<file path="src/rtl/alu_pkg.sv">
// alu_pkg: shared width defaults, ALU control codes, opcode and FSM state types
package alu_pkg;
    localparam int DATA_SIZE_DEF = 32;
    localparam int CTRL_SIZE_DEF = 1;
    localparam logic ALU_ADD  = 1'b1;
    localparam logic ALU_ZERO = 1'b0;
    typedef enum logic [1:0] {
        OP_ADD  = 2'b00,
        OP_ADDI = 2'b01,
        OP_BNE  = 2'b10,
        OP_CLR  = 2'b11
    } op_e;
    typedef enum logic [1:0] {
        S_IDLE = 2'b00,
        S_EXEC = 2'b01,
        S_WB   = 2'b10
    } state_e;
endpackage

</file>
<file path="src/rtl/reg_file.sv">
// reg_file: register array with two combinational read ports, one synchronous write port,
// register 0 hardwired to zero and a live tap of register 10
module reg_file #(
    parameter int DATA_SIZE = 32,
    parameter int ADDR_SIZE = 5
) (
    input  logic                 clk,
    input  logic                 rst_n,
    input  logic                 i_we,
    input  logic [ADDR_SIZE-1:0] i_waddr,
    input  logic [DATA_SIZE-1:0] i_wdata,
    input  logic [ADDR_SIZE-1:0] i_raddr1,
    input  logic [ADDR_SIZE-1:0] i_raddr2,
    output logic [DATA_SIZE-1:0] o_rdata1,
    output logic [DATA_SIZE-1:0] o_rdata2,
    output logic [DATA_SIZE-1:0] o_a0
);
    localparam int NREGS = 1 << ADDR_SIZE;
    logic [DATA_SIZE-1:0] r_regs [NREGS];
    always_ff @(posedge clk or negedge rst_n) begin
        if (!rst_n) begin
            for (int i = 0; i < NREGS; i++) r_regs[i] <= '0;
        end else if (i_we && i_waddr != '0) begin
            r_regs[i_waddr] <= i_wdata;
        end
    end
    assign o_rdata1 = i_raddr1 == '0 ? '0 : r_regs[i_raddr1];
    assign o_rdata2 = i_raddr2 == '0 ? '0 : r_regs[i_raddr2];
    assign o_a0     = r_regs[10];
endmodule

</file>
<file path="src/rtl/alu_issue_seq.sv">
// alu_issue_seq: one-instruction-in-flight sequencer feeding an external ALU
// (IDLE -> EXEC -> WB), with register file, pc and branch handling
module alu_issue_seq import alu_pkg::*; #(
    parameter int DATA_SIZE = alu_pkg::DATA_SIZE_DEF,
    parameter int CTRL_SIZE = alu_pkg::CTRL_SIZE_DEF,
    parameter int ADDR_SIZE = 5
) (
    input  logic                 clk,
    input  logic                 rst_n,
    input  logic                 instr_valid,
    output logic                 instr_ready,
    input  logic [1:0]           instr_op,
    input  logic [ADDR_SIZE-1:0] instr_rs1,
    input  logic [ADDR_SIZE-1:0] instr_rs2,
    input  logic [ADDR_SIZE-1:0] instr_rd,
    input  logic [DATA_SIZE-1:0] instr_imm,
    output logic [DATA_SIZE-1:0] ALUop1,
    output logic [DATA_SIZE-1:0] ALUop2,
    output logic [CTRL_SIZE-1:0] ALUctrl,
    input  logic [DATA_SIZE-1:0] ALUout,
    input  logic                 EQ,
    output logic [DATA_SIZE-1:0] pc,
    output logic                 branch_taken,
    output logic [DATA_SIZE-1:0] a0
);
    state_e                 r_state, w_next;
    op_e                    r_op, w_op;
    logic [ADDR_SIZE-1:0]   r_rd;
    logic [DATA_SIZE-1:0]   r_imm, r_result, w_rs1_val, w_rs2_val;
    logic                   r_eq, w_accept, w_we, w_taken;

    assign w_op        = op_e'(instr_op);
    assign instr_ready = r_state == S_IDLE;
    assign w_accept    = instr_valid && instr_ready;
    assign w_we        = r_state == S_WB && r_op != OP_BNE;
    assign w_taken     = r_state == S_WB && r_op == OP_BNE && !r_eq;

    reg_file #(.DATA_SIZE(DATA_SIZE), .ADDR_SIZE(ADDR_SIZE)) u_rf (
        .clk      (clk),
        .rst_n    (rst_n),
        .i_we     (w_we),
        .i_waddr  (r_rd),
        .i_wdata  (r_result),
        .i_raddr1 (instr_rs1),
        .i_raddr2 (instr_rs2),
        .o_rdata1 (w_rs1_val),
        .o_rdata2 (w_rs2_val),
        .o_a0     (a0)
    );

    always_comb begin
        w_next = S_IDLE;
        w_next = r_state == S_IDLE ? (w_accept ? S_EXEC : S_IDLE) :
                 r_state == S_EXEC ? S_WB : S_IDLE;
    end

    always_ff @(posedge clk or negedge rst_n) begin
        if (!rst_n) r_state <= S_IDLE;
        else        r_state <= w_next;
    end

    // Operands are latched at accept and held until the next accept
    always_ff @(posedge clk or negedge rst_n) begin
        if (!rst_n) begin
            r_op         <= OP_ADD;
            r_rd         <= '0;
            r_imm        <= '0;
            r_result     <= '0;
            r_eq         <= 1'b0;
            ALUop1       <= '0;
            ALUop2       <= '0;
            ALUctrl      <= '0;
            pc           <= '0;
            branch_taken <= 1'b0;
        end else begin
            if (w_accept) begin
                r_op    <= w_op;
                r_rd    <= instr_rd;
                r_imm   <= instr_imm;
                ALUop1  <= w_rs1_val;
                ALUop2  <= (w_op == OP_ADD || w_op == OP_BNE) ? w_rs2_val : instr_imm;
                ALUctrl <= CTRL_SIZE'((w_op == OP_ADD || w_op == OP_ADDI) ? ALU_ADD : ALU_ZERO);
            end
            if (r_state == S_EXEC) begin
                r_result <= ALUout;
                r_eq     <= EQ;
            end
            if (r_state == S_WB) pc <= pc + (w_taken ? r_imm : DATA_SIZE'(4));
            branch_taken <= w_taken;
        end
    end
endmodule

</file>
<file path="config.mk">
export PLATFORM = sky130hd
export DESIGN_NAME = alu_issue_seq
export DESIGN_NICKNAME = d
export VERILOG_FILES = /design/src/rtl/alu_pkg.sv /design/src/rtl/reg_file.sv /design/src/rtl/alu_issue_seq.sv
export SDC_FILE = /design/constraint.sdc
export NUM_CORES = 2
export LEC_CHECK = 0
export CAP_MARGIN = 20
export CORE_MARGIN = 2
export CORE_UTILIZATION = 35
export CTS_CLUSTER_DIAMETER = 80
export DETAILED_ROUTE_END_ITERATION = 16
export PLACE_DENSITY = 0.6
export SYNTH_ARGS = -nofsm -noshare
export SYNTH_HDL_FRONTEND = slang
export SYNTH_SLANG_ARGS = --single-unit
</file>
<file path="constraint.sdc">
create_clock -name clk -period 3.2 [get_ports clk]
set_input_delay 0.8 -clock clk [delete_from_list [all_inputs] [get_ports clk]]
set_output_delay 0.8 -clock clk [all_outputs]
set_load 0.01 [all_outputs]
</file>
==> impl_metrics.ini <==
[logic_synthesis]
syn_nets = 4700
synth-edff-count = 0
ys_types = 61
synth_top_area_share_pct = 47.6
synth_area_um2 = 62900
synth_top_cells_by_area = dfrtp_1, mux2_2, mux4_2
post-synth-top-area-cell = dfrtp_1
yosysSeqAreaShare_pct = 47.6
yosys_register_bits = 1196
synth.avg_cell_area_um2 = 13.7
yosysWarnings = 0
postSynthCellCount = 4582
synth-main-ff-cell = dfrtp_1
async_flop_share_pct = 100

[placement]
hpwl_um = 130000
port_buffers = 215
place_congestion = 0.893
pre_cts_slack_ns = -0.0538
placed_area_um2 = 69400

[cts]
cts.htree.levels = 4
cts_max_path_buffers = 3
clkSinkCount = 1196
path_clk_slew_ns = 0.06
clk_latency_ns = 0.81
cts_buffers = 136
cts_tree = built
root_buffer = clkbuf_16

[timing]
setup_ws_ns = -0.0459
finalMaxSlewViolations = 0
max-slew-margin-rel_pct = 26.5
setup_viol = 2
hold_viol = 0
worst_slew_pin_slew_ns = 1.10
fin_setup_tns_ns = -0.0717
rsz0062_at_grt = yes
max_freq_mhz = 308
period_share_pct = 101
fin_skew_ns = 0.0530
final.min_clock_period_ns = 3.25

[worst_setup_path]
r2r_cells = 13
rrSetupSlack_ns = -0.05
startpoint = r_op[0]$_DFFE_PN0P_
worst-setup-path-type = reg -> reg
critPathLaunchType = register
r2r_end = pc[28]$_DFFE_PN0N_
arrival_ns = 3.99
end_kind = register
timing.rr.start = r_op[0]$_DFFE_PN0P_
cp.required_ns = 3.94
path_max_fanout = 15

[floorplanning]
fp.dieW_um = 428
die_h_um = 428
start_util_pct = 35.2
row_count = 155
design.portCount = 216
core_area_um2 = 178000
dieArea_um2 = 183000

[power_and_ir_drop]
ir_drop_uv = 624
finalPower_mw = 52.0
power_frac_seq_pct = 44.3
power.leakage_nw = 33.6
switchingPower_mw = 16.2
power_frac_comb_pct = 24.7
p_int_mw = 35.8
pwr-share-clk_pct = 31.0
p_sw_share_pct = 31.1
power_density_nw_per_um2 = 698

[detailed_routing]
vias_per_cell = 5.86
dr.pass1.iters = 6
antenna_left = 0
drcViolationCount = 0
vias = 42200
routed_wl_um = 202000
drtIter0Drc = 3959
wire_per_inst_um = 28.1

[worst_hold_path]
min_to = u_rf.r_regs[1004]$_DFFE_PN0P_
holdCritPathClass = reg -> reg
holdPathStages = 0
worstHoldStart = u_rf.r_regs[1004]$_DFFE_PN0P_

[run]
maxCapViolations = 0

[outcome]
violations = negative setup slack
status = finished, violations left

[layout]
synthToLayoutAreaGrowth_pct = 18.4
fin_area_um2 = 74400
fin_nets = 4849
drive_gt1_share_pct = 43.3

[grt]
grt_overflow = 0
grt_max_degree = 115
antenna_found_initial = 4
grt_pass1_wl_um = 302000
grt_usage_pct = 21.9
grt_pass1_vias = 43700
-- registers in the layout (all words and copies together) (netlist names) --
name and count:
r_rd 5, r_state 2, branch_taken 1, u_rf.r_regs 992
r_op 2, r_eq 1, ALUop1 32, pc 32
r_imm 32, ALUctrl 1, u_rf.o_a0 32, r_result 32
ALUop2 32
-- power groups by stage --
stage	clock, mW	combinational (mW)	sequential [mW]
2_1_floorplan	0	9.20	21.3
4_1_cts	16.4	12.5	23.1
5_1_grt	17.1	13.8	23.6
6_report	16.1	12.8	23.0
3_5_place_dp	0	12.4	23.3
3_3_place_gp	0	12.1	23.1
-- final cells by class --
cell class	instances	area (µm²)
clock inverter	40	567
antenna	1	2.50
timing repair buffer	519	5620
inverter	6	23.8
tap	2355	2950
fill	16300	104000
multi-input combinational	2872	31300
clock buffer	203	4080
sequential	1196	29900
-- worst max-delay path: stages, from the launching register on --
cell	delay, ns
dfrtp_1	0.38
nand2b_4	0.16
nor3_4	0.25
buf_12	0.17
buf_6	0.16
and2_1	0.16
ha_2	0.32
a21o_1	0.21
a211oi_2	0.23
or3_1	0.15
a21oi_1	0.08
or4_1	0.42
or4_1	0.41
nand3_1	0.10
-- layer usage --
| metal | global-route usage, % | part of all wire, % | wire length [µm] |
|---|---|---|---|
| met5 | 0 | 0.0064 | 13 |
| met2 | 34.4 | 46 | 93500 |
| met3 | 3.66 | 5.8 | 11700 |
| met1 | 30.6 | 44 | 89600 |
| met4 | 8.03 | 3.7 | 7420 |
-- layout by cell type (no fill, tap or decap), drive strengths merged, types with 14 or more instances in the layout --
master / synthesis / routed
nor3: 42 / 42
mux2: 1062 / 1062
o31ai: 24 / 24
clkdlybuf4s50: 0 / 204
o22ai: 97 / 97
and2: 33 / 33
o21ai: 85 / 85
o221ai: 126 / 126
buf: 186 / 314
a21oi: 180 / 180
clkbuf: 322 / 203
and3: 24 / 24
mux2i: 303 / 303
o21bai: 22 / 22
clkinv: 0 / 30
dfrtp: 1196 / 1196
nor2: 78 / 78
nand2: 214 / 214
a21o: 14 / 14
ha: 32 / 32
mux4: 415 / 415
-- how the worst max path moves through the flow --
stage / slack (ns) / depth (start not counted) / to
floorplan: -0.06 / 14 / pc[27]$_DFFE_PN0N_
global placement: -0.05 / 13 / pc[28]$_DFFE_PN0N_
detailed placement: -0.05 / 13 / pc[28]$_DFFE_PN0N_
CTS: -0.02 / 13 / pc[27]$_DFFE_PN0N_
global route: -0.15 / 13 / pc[31]$_DFFE_PN0N_
finish: -0.05 / 13 / pc[28]$_DFFE_PN0N_
-- through the flow --
step	hold WS, ns	util, %	std cells
final	0.396	41.7	7192
after global routing	0.411	41.7	7191
after CTS	0.400	41.6	7182
after detailed placement	0.387	38.9	6936
after global placement	0.381	38.9	6935
after floorplan	0.437	-	4582
-- synthesized netlist by cell type, types with 23 or more instances --
master    number
o221ai_1     126
mux2i_1      303
o22ai_1       97
o21ai_0       84
nand2_1      214
o31ai_1       24
dfrtp_1     1196
a21oi_1      180
and2_1        33
mux4_2       415
mux2_2      1062
buf_2         66
ha_1          32
and3_1        23
nor2_1        78
buf_4         34
clkbuf_1     322
buf_1         86
nor3_1        42
-- logic make-up (layout without fill, tap and decap cells) --
| family | Yosys count | in the layout | share of synthesized area, % |
|---|---|---|---|
| AND/OR/NAND/NOR | 456 | 456 | 3.35 |
| other | 0 | 1 | 0 |
| flip-flops | 1196 | 1196 | 47.6 |
| buffers and inverters | 514 | 768 | 3.40 |
| XOR/XNOR | 22 | 22 | 0.306 |
| multiplexers | 1780 | 1780 | 38.7 |
| AO/OA/AOI/OAI | 581 | 581 | 5.98 |
| adder cells (fa/ha/maj) | 33 | 33 | 0.668 |
-- what timing repair did --
item | in CTS | in global routing
resized for setup | 16 | 28
pin swaps | 2 | 18
endpoints found under the setup margin | 5 | 16
setup buffers | 1 | 5
hold buffers | 1 | 0
hold endpoints to repair | 25 | 0
gates cloned | 1 | 0
Note: power is estimated with default switching activity, not from simulation.
